File: config.mk
export PLATFORM = sky130hd
export DESIGN_NAME = hazard_ctrl
export DESIGN_NICKNAME = d
export VERILOG_FILES = /design/src/rtl/hazard_ctrl.sv
export SDC_FILE = /design/constraint.sdc
export NUM_CORES = 1
export LEC_CHECK = 0
export CAP_MARGIN = 10
export CORE_UTILIZATION = 40
export CTS_CLUSTER_SIZE = 40
export DETAILED_ROUTE_END_ITERATION = 7
export PLACE_DENSITY = 0.71
export SETUP_SLACK_MARGIN = 0.3
export SYNTH_ARGS = -nofsm -noshare
export SYNTH_HDL_FRONTEND = slang
export SYNTH_SLANG_ARGS = --single-unit
File: constraint.sdc
create_clock -name clk -period 3.9 [get_ports clk]
set_input_delay 0.78 -clock clk [delete_from_list [all_inputs] [get_ports clk]]
set_output_delay 0.78 -clock clk [all_outputs]
set_load 0.05 [all_outputs]
File: src/rtl/hazard_ctrl.sv
// Pipeline hazard controller: drives PC write, IF/ID load/flush and ID/EX bubble
// from load-use, taken-branch and data-memory-busy conditions.
module hazard_ctrl #(
    parameter int FLUSH_CYCLES = 1,
    parameter int CNT_W        = 16
) (
    input  logic             clk,
    input  logic             rst,
    input  logic [4:0]       id_rs,
    input  logic [4:0]       id_rt,
    input  logic             id_uses_rt,
    input  logic             idex_memread,
    input  logic [4:0]       idex_rt,
    input  logic             ex_branch_taken,
    input  logic             mem_busy,
    output logic             pc_we,
    output logic             if_id_sel,
    output logic             if_id_flush,
    output logic             id_ex_flush,
    output logic [1:0]       state_o,
    output logic [CNT_W-1:0] stall_cnt,
    output logic [CNT_W-1:0] flush_cnt
);
    typedef enum logic [1:0] {RUN = 2'd0, FREEZE = 2'd1, FLUSH = 2'd2} state_t;
    typedef enum logic [1:0] {ACT_NORMAL, ACT_FRZ, ACT_LU, ACT_BR} act_t;

    localparam logic [3:0] FC_RELOAD = 4'(FLUSH_CYCLES - 1);
    localparam logic [CNT_W-1:0] CNT_MAX = '1;

    state_t           r_state, w_state_next;
    logic             r_pend_br, w_pend_next;
    logic [3:0]       r_fcnt, w_fcnt_next;
    logic [CNT_W-1:0] r_stall_cnt, r_flush_cnt;
    act_t             w_act;
    logic             w_br_event;
    logic             w_load_use;
    logic             w_pc_we, w_if_id_sel, w_if_id_flush, w_id_ex_flush;

    assign w_load_use = idex_memread && (idex_rt != 5'd0) &&
                        ((idex_rt == id_rs) || (id_uses_rt && (idex_rt == id_rt)));

    always_comb begin
        w_state_next = r_state;
        w_pend_next  = r_pend_br;
        w_fcnt_next  = r_fcnt;
        w_act        = ACT_NORMAL;
        w_br_event   = 1'b0;
        case (r_state)
            RUN, FREEZE: begin
                if (mem_busy) begin
                    w_act        = ACT_FRZ;
                    w_pend_next  = (r_state == FREEZE) ? (r_pend_br | ex_branch_taken)
                                                       : ex_branch_taken;
                    w_state_next = FREEZE;
                end else if (ex_branch_taken || (r_state == FREEZE && r_pend_br)) begin
                    w_act        = ACT_BR;
                    w_br_event   = 1'b1;
                    w_pend_next  = 1'b0;
                    w_state_next = RUN;
                    if (FLUSH_CYCLES > 1) begin
                        w_fcnt_next  = FC_RELOAD;
                        w_state_next = FLUSH;
                    end
                end else begin
                    w_act        = w_load_use ? ACT_LU : ACT_NORMAL;
                    w_state_next = RUN;
                end
            end
            FLUSH: begin
                // A branch caught while frozen in FLUSH is kept and restarts the flush window.
                if (mem_busy) begin
                    w_act       = ACT_FRZ;
                    w_pend_next = r_pend_br | ex_branch_taken;
                end else begin
                    w_act = ACT_BR;
                    if (ex_branch_taken || r_pend_br) begin
                        w_br_event  = 1'b1;
                        w_pend_next = 1'b0;
                        w_fcnt_next = FC_RELOAD;
                    end else begin
                        w_fcnt_next = 4'(r_fcnt - 4'd1);
                        if (r_fcnt == 4'd1) w_state_next = RUN;
                    end
                end
            end
            default: w_state_next = RUN;
        endcase
    end

    always_comb begin
        w_pc_we       = 1'b1;
        w_if_id_sel   = 1'b1;
        w_if_id_flush = 1'b0;
        w_id_ex_flush = 1'b0;
        case (w_act)
            ACT_FRZ: begin
                w_pc_we     = 1'b0;
                w_if_id_sel = 1'b0;
            end
            ACT_LU: begin
                w_pc_we       = 1'b0;
                w_if_id_sel   = 1'b0;
                w_id_ex_flush = 1'b1;
            end
            ACT_BR: begin
                w_if_id_flush = 1'b1;
                w_id_ex_flush = 1'b1;
            end
            default: ;
        endcase
    end

    assign pc_we       = ~rst & w_pc_we;
    assign if_id_sel   = ~rst & w_if_id_sel;
    assign if_id_flush = ~rst & w_if_id_flush;
    assign id_ex_flush = ~rst & w_id_ex_flush;

    always_ff @(posedge clk or posedge rst) begin
        if (rst) begin
            r_state     <= RUN;
            r_pend_br   <= 1'b0;
            r_fcnt      <= 4'd0;
            r_stall_cnt <= '0;
            r_flush_cnt <= '0;
        end else begin
            r_state   <= w_state_next;
            r_pend_br <= w_pend_next;
            r_fcnt    <= w_fcnt_next;
            if (!w_pc_we && r_stall_cnt != CNT_MAX) r_stall_cnt <= r_stall_cnt + 1'b1;
            if (w_br_event && r_flush_cnt != CNT_MAX) r_flush_cnt <= r_flush_cnt + 1'b1;
        end
    end

    assign state_o   = r_state;
    assign stall_cnt = r_stall_cnt;
    assign flush_cnt = r_flush_cnt;
endmodule

* Word level (Yosys, flattened, before mapping)
Cells that the tools add are included.
** Storage, ports and cells
- Bits in registers :: 39
- Input port bits :: 21
- Output and inout bits :: 38
- Word-level logic and storage cells :: 72
** Cells by class
- Add/subtract/negate cells :: 3
- Equal/unequal tests :: 15
- Muxes and demuxes :: 25
- Bitwise logic cells :: 6
- Reductions and logical operators :: 18
** Operators with widths (number)
- $add A16 B1 Y16 const B :: 2
- $ne A16 B16 Y1 const B :: 2
- $mux W2 :: 7
- $mux W1 :: 13
- $eq A5 B5 Y1 :: 2
- $pmux W2 S2 :: 2
- $eq A2 B2 Y1 const B :: 3
- $logic_and A1 B1 Y1 :: 6
- $ne A2 B2 Y1 const B :: 3
- $ne A3 B3 Y1 const B :: 2
- $reduce_and A3 Y1 :: 2
- $reduce_or A2 Y1 :: 3
- $reduce_bool A5 Y1 :: 1
- $eq A2 B1 Y1 const B :: 2
- $eq A4 B1 Y1 const B :: 1
- $mux W4 :: 1
- $pmux W1 S2 :: 2
- $sub A4 B1 Y4 const B :: 1
- $and A1 B1 Y1 :: 3
- $logic_or A1 B1 Y1 :: 3
- $logic_not A2 Y1 :: 1
- $not A1 Y1 :: 2
- $reduce_and A2 Y1 :: 1
- $reduce_bool A2 Y1 :: 1
- $or A1 B1 Y1 :: 1

* Depth between registers and ports, before layout
- Depth in word-level cells :: 12
- Gate-level depth with buffers :: 10
- Mapped depth without buffers :: 9

* Worst setup path after synthesis
OpenSTA, ideal clock, no wires.
- Path kind :: input to output
- Start point :: input ex_branch_taken
- End point :: output pc_we
- Arrival time :: 3043 ps
- Data required time :: 3120 ps
- Path slack :: 77 ps
- Cell stages on the path :: 9
- Path buffers :: 3
- Cell sequence :: a21oi_1 > or2_0 > clkbuf_1 > o21ai_0 > ha_1 > clkbuf_1 > inv_1 > nor2_1 > buf_4
** On the way
- Word-level cells in the longest chain between the ends :: 8
- Elaborated cells between the ends (all ways) :: 9
- Classes of those cells :: eq/ne (2); mux (4); bitwise (1); reduce/logical (2)
** RTL lines
- start, declared :: RTL line 14 : input logic ex_branch_taken,
- $logic_or A1 B1 Y1 (*) :: RTL line 55 : end else if (ex_branch_taken || (r_state == FREEZE && r_pend_br)) begin
- $mux W2 (*) :: RTL line 55
- $mux W2 (*) :: RTL line 50 : if (mem_busy) begin
- $pmux W2 S2 (*) :: RTL line 48 : case (r_state)
- $eq A2 B2 Y1 or $eq A2 B1 Y1 (tied branches)
- $reduce_or A2 Y1 (no source line) (*)
- $mux W1 (*)
- $and A1 B1 Y1 (*)
- end, declared :: RTL line 16 : output logic pc_we,
Every way passes the cells marked *; elsewhere a longest branch is shown, timed or not.

* Worst setup path in the final report
- Start point :: input idex_rt[0]
- End point :: output pc_we
** On the way
- Word-level cells in the longest chain between the ends :: 12
- Elaborated cells between the ends (all ways) :: 16
- Classes of those cells :: eq/ne (4); mux (5); bitwise (1); reduce/logical (6)
** RTL lines
- start, declared :: RTL line 13 : input logic [4:0] idex_rt,
- $eq A5 B5 Y1 :: RTL line 40 : ((idex_rt == id_rs) || (id_uses_rt && (idex_rt == id_rt)));
- $logic_and A1 B1 Y1 :: RTL line 40
- $logic_or A1 B1 Y1 :: RTL line 40
- $logic_and A1 B1 Y1 (*) :: RTL line 39 : assign w_load_use = idex_memread && (idex_rt != 5'd0) &&
- $mux W2 (*) :: RTL line 65 : w_act = w_load_use ? ACT_LU : ACT_NORMAL;
- $mux W2 (*) :: RTL line 55
- $mux W2 (*) :: RTL line 50
- $pmux W2 S2 (*) :: RTL line 48
- $eq A2 B2 Y1 or $eq A2 B1 Y1 (tied branches) :: RTL line 95 : case (w_act)
- $reduce_or A2 Y1 (no source line) (*)
- $mux W1 (*) :: RTL line 95
- $and A1 B1 Y1 (*) :: RTL line 113 : assign pc_we = ~rst & w_pc_we;
Marked as above.

==> run metrics <==
total CTS buffers 5; final period utilization 0.867; CTS resizes 0; Core Util, Final 0.584; Worst Path Max Fanout 4; Residual DRC 0; DIE AREA 4780 um2; die height 69.1 um; Synth-to-Final Area Change 41.2%; clk_skew 0.00544 ns; leakage power 1.01 nW; CTS Buffer Depth 2; worst slew pin tran 0.500 ns; Setup crit end kind output port; Synth top area share 0.472; Post-CTS Setup Inserts 0; VDD IR max 278 uV; Final ANT Viol Nets 0; largest net degree at the start of global routing 23; worst skew pair latency 0.27 ns; Mapped Nets 200; Worst setup SP type input pin; DP Wirelength 2.86 mm; Via density 5.27; status finished clean; PortBufs 57; WL/cell 12.9 um; fin nets 262; CP arrival 2.60 ns; first-pass GRT wire length 6.39 mm; post-layout min period 3.38 ns; Yosys cell types 37; RSZ-0062 raised after global routing yes; Final Hold Fails 0; routability cong. 0.789; Clock Sinks 34; starting density of the core 0.414; Seq/Total Area, Yosys 0.472; initial antenna violation count 0; TritonCTS clock tree yes; DRT Pass-1 Iters 4; Final Power 1.43 mW; Synth area leaders dfrtp_1, xnor2_1, nand4_1, xor2_1, nand3_1; Max Cap Viol 0; Final WS setup 0.518 ns; Max-slew headroom 0.666; ANT cells 0; initial DRC count 75; Post-Place Cells 283; hold crit path type register to register; clk slew on worst S/H paths 0.06 ns; Fillers 386; WP data required 3.12 ns; Multi-input gate area 903 um2; number of global-route vias before repair 1,443; Syn. warnings 0; fmax 296 MHz; register area 851 um2; Max Slew Vio Count 0; flop and latch count out of synthesis 34; layout cell share with drive strength beyond 1 0.0966; # H-tree levels 2; DR vias 1,527; Setup CP Type input pin to output port; pwr dens 562 nW/um2; Syn Std Cell Area 1800 um2; # rows 24; Setup TNS 0 ns; I/O Pins 59; Die W 69.1 um; final setup violation count 0; GRT Total Usage 0.165; core area 4350 um2; CTS Root Buffer Type clkbuf_8; grt ovf 0; syn_area_per_cell 10.2 um2; cts hold-fix bufs 0; Mapped Cells 176; Placement Setup Slack 0.381 ns; Synth area leader dfrtp_1; Final Instance Count excl. Fillers 290; WL final 3.74 mm
-- cells in the final DEF (no fill, tap or decap), types with 2 or more instances in the layout --
cell,count
clkbuf_8,5
clkbuf_1,2
nand2_1,12
nor3_1,6
and3_1,5
buf_12,3
o21ai_0,3
clkdlybuf4s50_1,54
a21oi_1,2
mux2_2,2
ha_1,3
nand4_1,13
nor2_1,12
a31oi_1,2
xnor2_1,25
buf_4,2
inv_1,8
dfrtp_1,34
nor4_1,4
nand3_1,11
xor2_1,9
-- synth_stat cells --
cell      count
nand4b_1      1
xnor2_1      25
nand4_2       1
and4_1        1
a222oi_1      1
and2_1        1
nor4_2        1
nor3_1        6
o22ai_1       1
dfrtp_1      34
a211oi_1      1
or3_4         1
a31oi_2       1
buf_4         2
and4_4        1
clkbuf_1      2
a21oi_2       1
and3_1        5
nand4_1      13
nand3_1      11
mux2i_1       1
or2_0         1
conb_1        1
a41oi_1       1
a31oi_1       2
nand2_1      12
or4b_2        1
inv_1         9
mux2_2        2
nor4_4        1
nor4_1        4
o21ai_0       3
and3_2        1
a21oi_1       2
ha_1          3
xor2_1        9
nor2_1       13
-- cell type report --
cell class                      instances  area share
Multi-Input combinational cell        129       0.355
Sequential cell                        34       0.334
Timing Repair Buffer                   59       0.242
Clock buffer                            7      0.0300
Tap cell                               52      0.0256
Inverter                                9      0.0133
-- registers in the layout (all words and copies together), names as in the netlist --
signal and count:
flush_cnt 16, state_o 1, r_pend_br 1, stall_cnt 16
-- where the power goes --
part | internal (mW) | switching, mW
registers | 0.431 | 0.113
clock network | 0.123 | 0.112
logic | 0.244 | 0.406
-- kinds of logic after synthesis --
| group | after synthesis | synth area share |
|---|---|---|
| XOR/XNOR | 34 | 0.165 |
| adder cells (fa/ha/maj) | 3 | 0.0208 |
| buffers and inverters | 13 | 0.0312 |
| flip-flops | 34 | 0.472 |
| other | 1 | 0.00208 |
| AO/OA/AOI/OAI | 13 | 0.0507 |
| AND/OR/NAND/NOR | 75 | 0.240 |
| multiplexers | 3 | 0.0180 |
-- routing by layer --
| layer | GRT usage | part of all wire | vias up |
|---|---|---|---|
| met5 | 0 | 0 | - |
| met3 | 0.0322 | 0.044 | 2 |
| met4 | 0.0680 | 0.0094 | 0 |
| met1 | 0.220 | 0.50 | 724 |
| li1 | - | - | 748 |
| met2 | 0.261 | 0.45 | 53 |
-- worst max-delay path: stages --
cell and delay (ns):
clkdlybuf4s50_1 0.54, o22ai_1 0.11, nor4_1 0.29, a21oi_1 0.10, o21ai_0 0.18, ha_1 0.28, inv_2 0.11, nor2_4 0.06
buf_12 0.15
-- metrics by stage --
stage	area [um2]	hold slack, ns
after global routing	2540	0.530
after floorplan	1810	0.563
after global placement	2460	0.482
after CTS	2540	0.500
final	2540	0.506
after detailed placement	2460	0.490
-- final timing paths --
| kind | to | slack (ns) | start | depth (start not counted) |
|---|---|---|---|---|
| max in group asynchronous | flush_cnt[14]$_DFFE_PP0P_ | 2.22 | rst | 3 |
| min in group asynchronous | stall_cnt[13]$_DFFE_PP0P_ | 1.02 | rst | 2 |
| min | flush_cnt[9]$_DFFE_PP0P_ | 0.51 | flush_cnt[9]$_DFFE_PP0P_ | 1 |
| min reg2reg | flush_cnt[9]$_DFFE_PP0P_ | 0.51 | flush_cnt[9]$_DFFE_PP0P_ | 1 |
| max reg2reg | stall_cnt[1]$_DFFE_PP0P_ | 1.50 | state_o[0]$_DFF_PP0_ | 7 |
| max | pc_we | 0.52 | idex_rt[0] | 9 |
No activity file was read; power rests on OpenSTA's default activity.
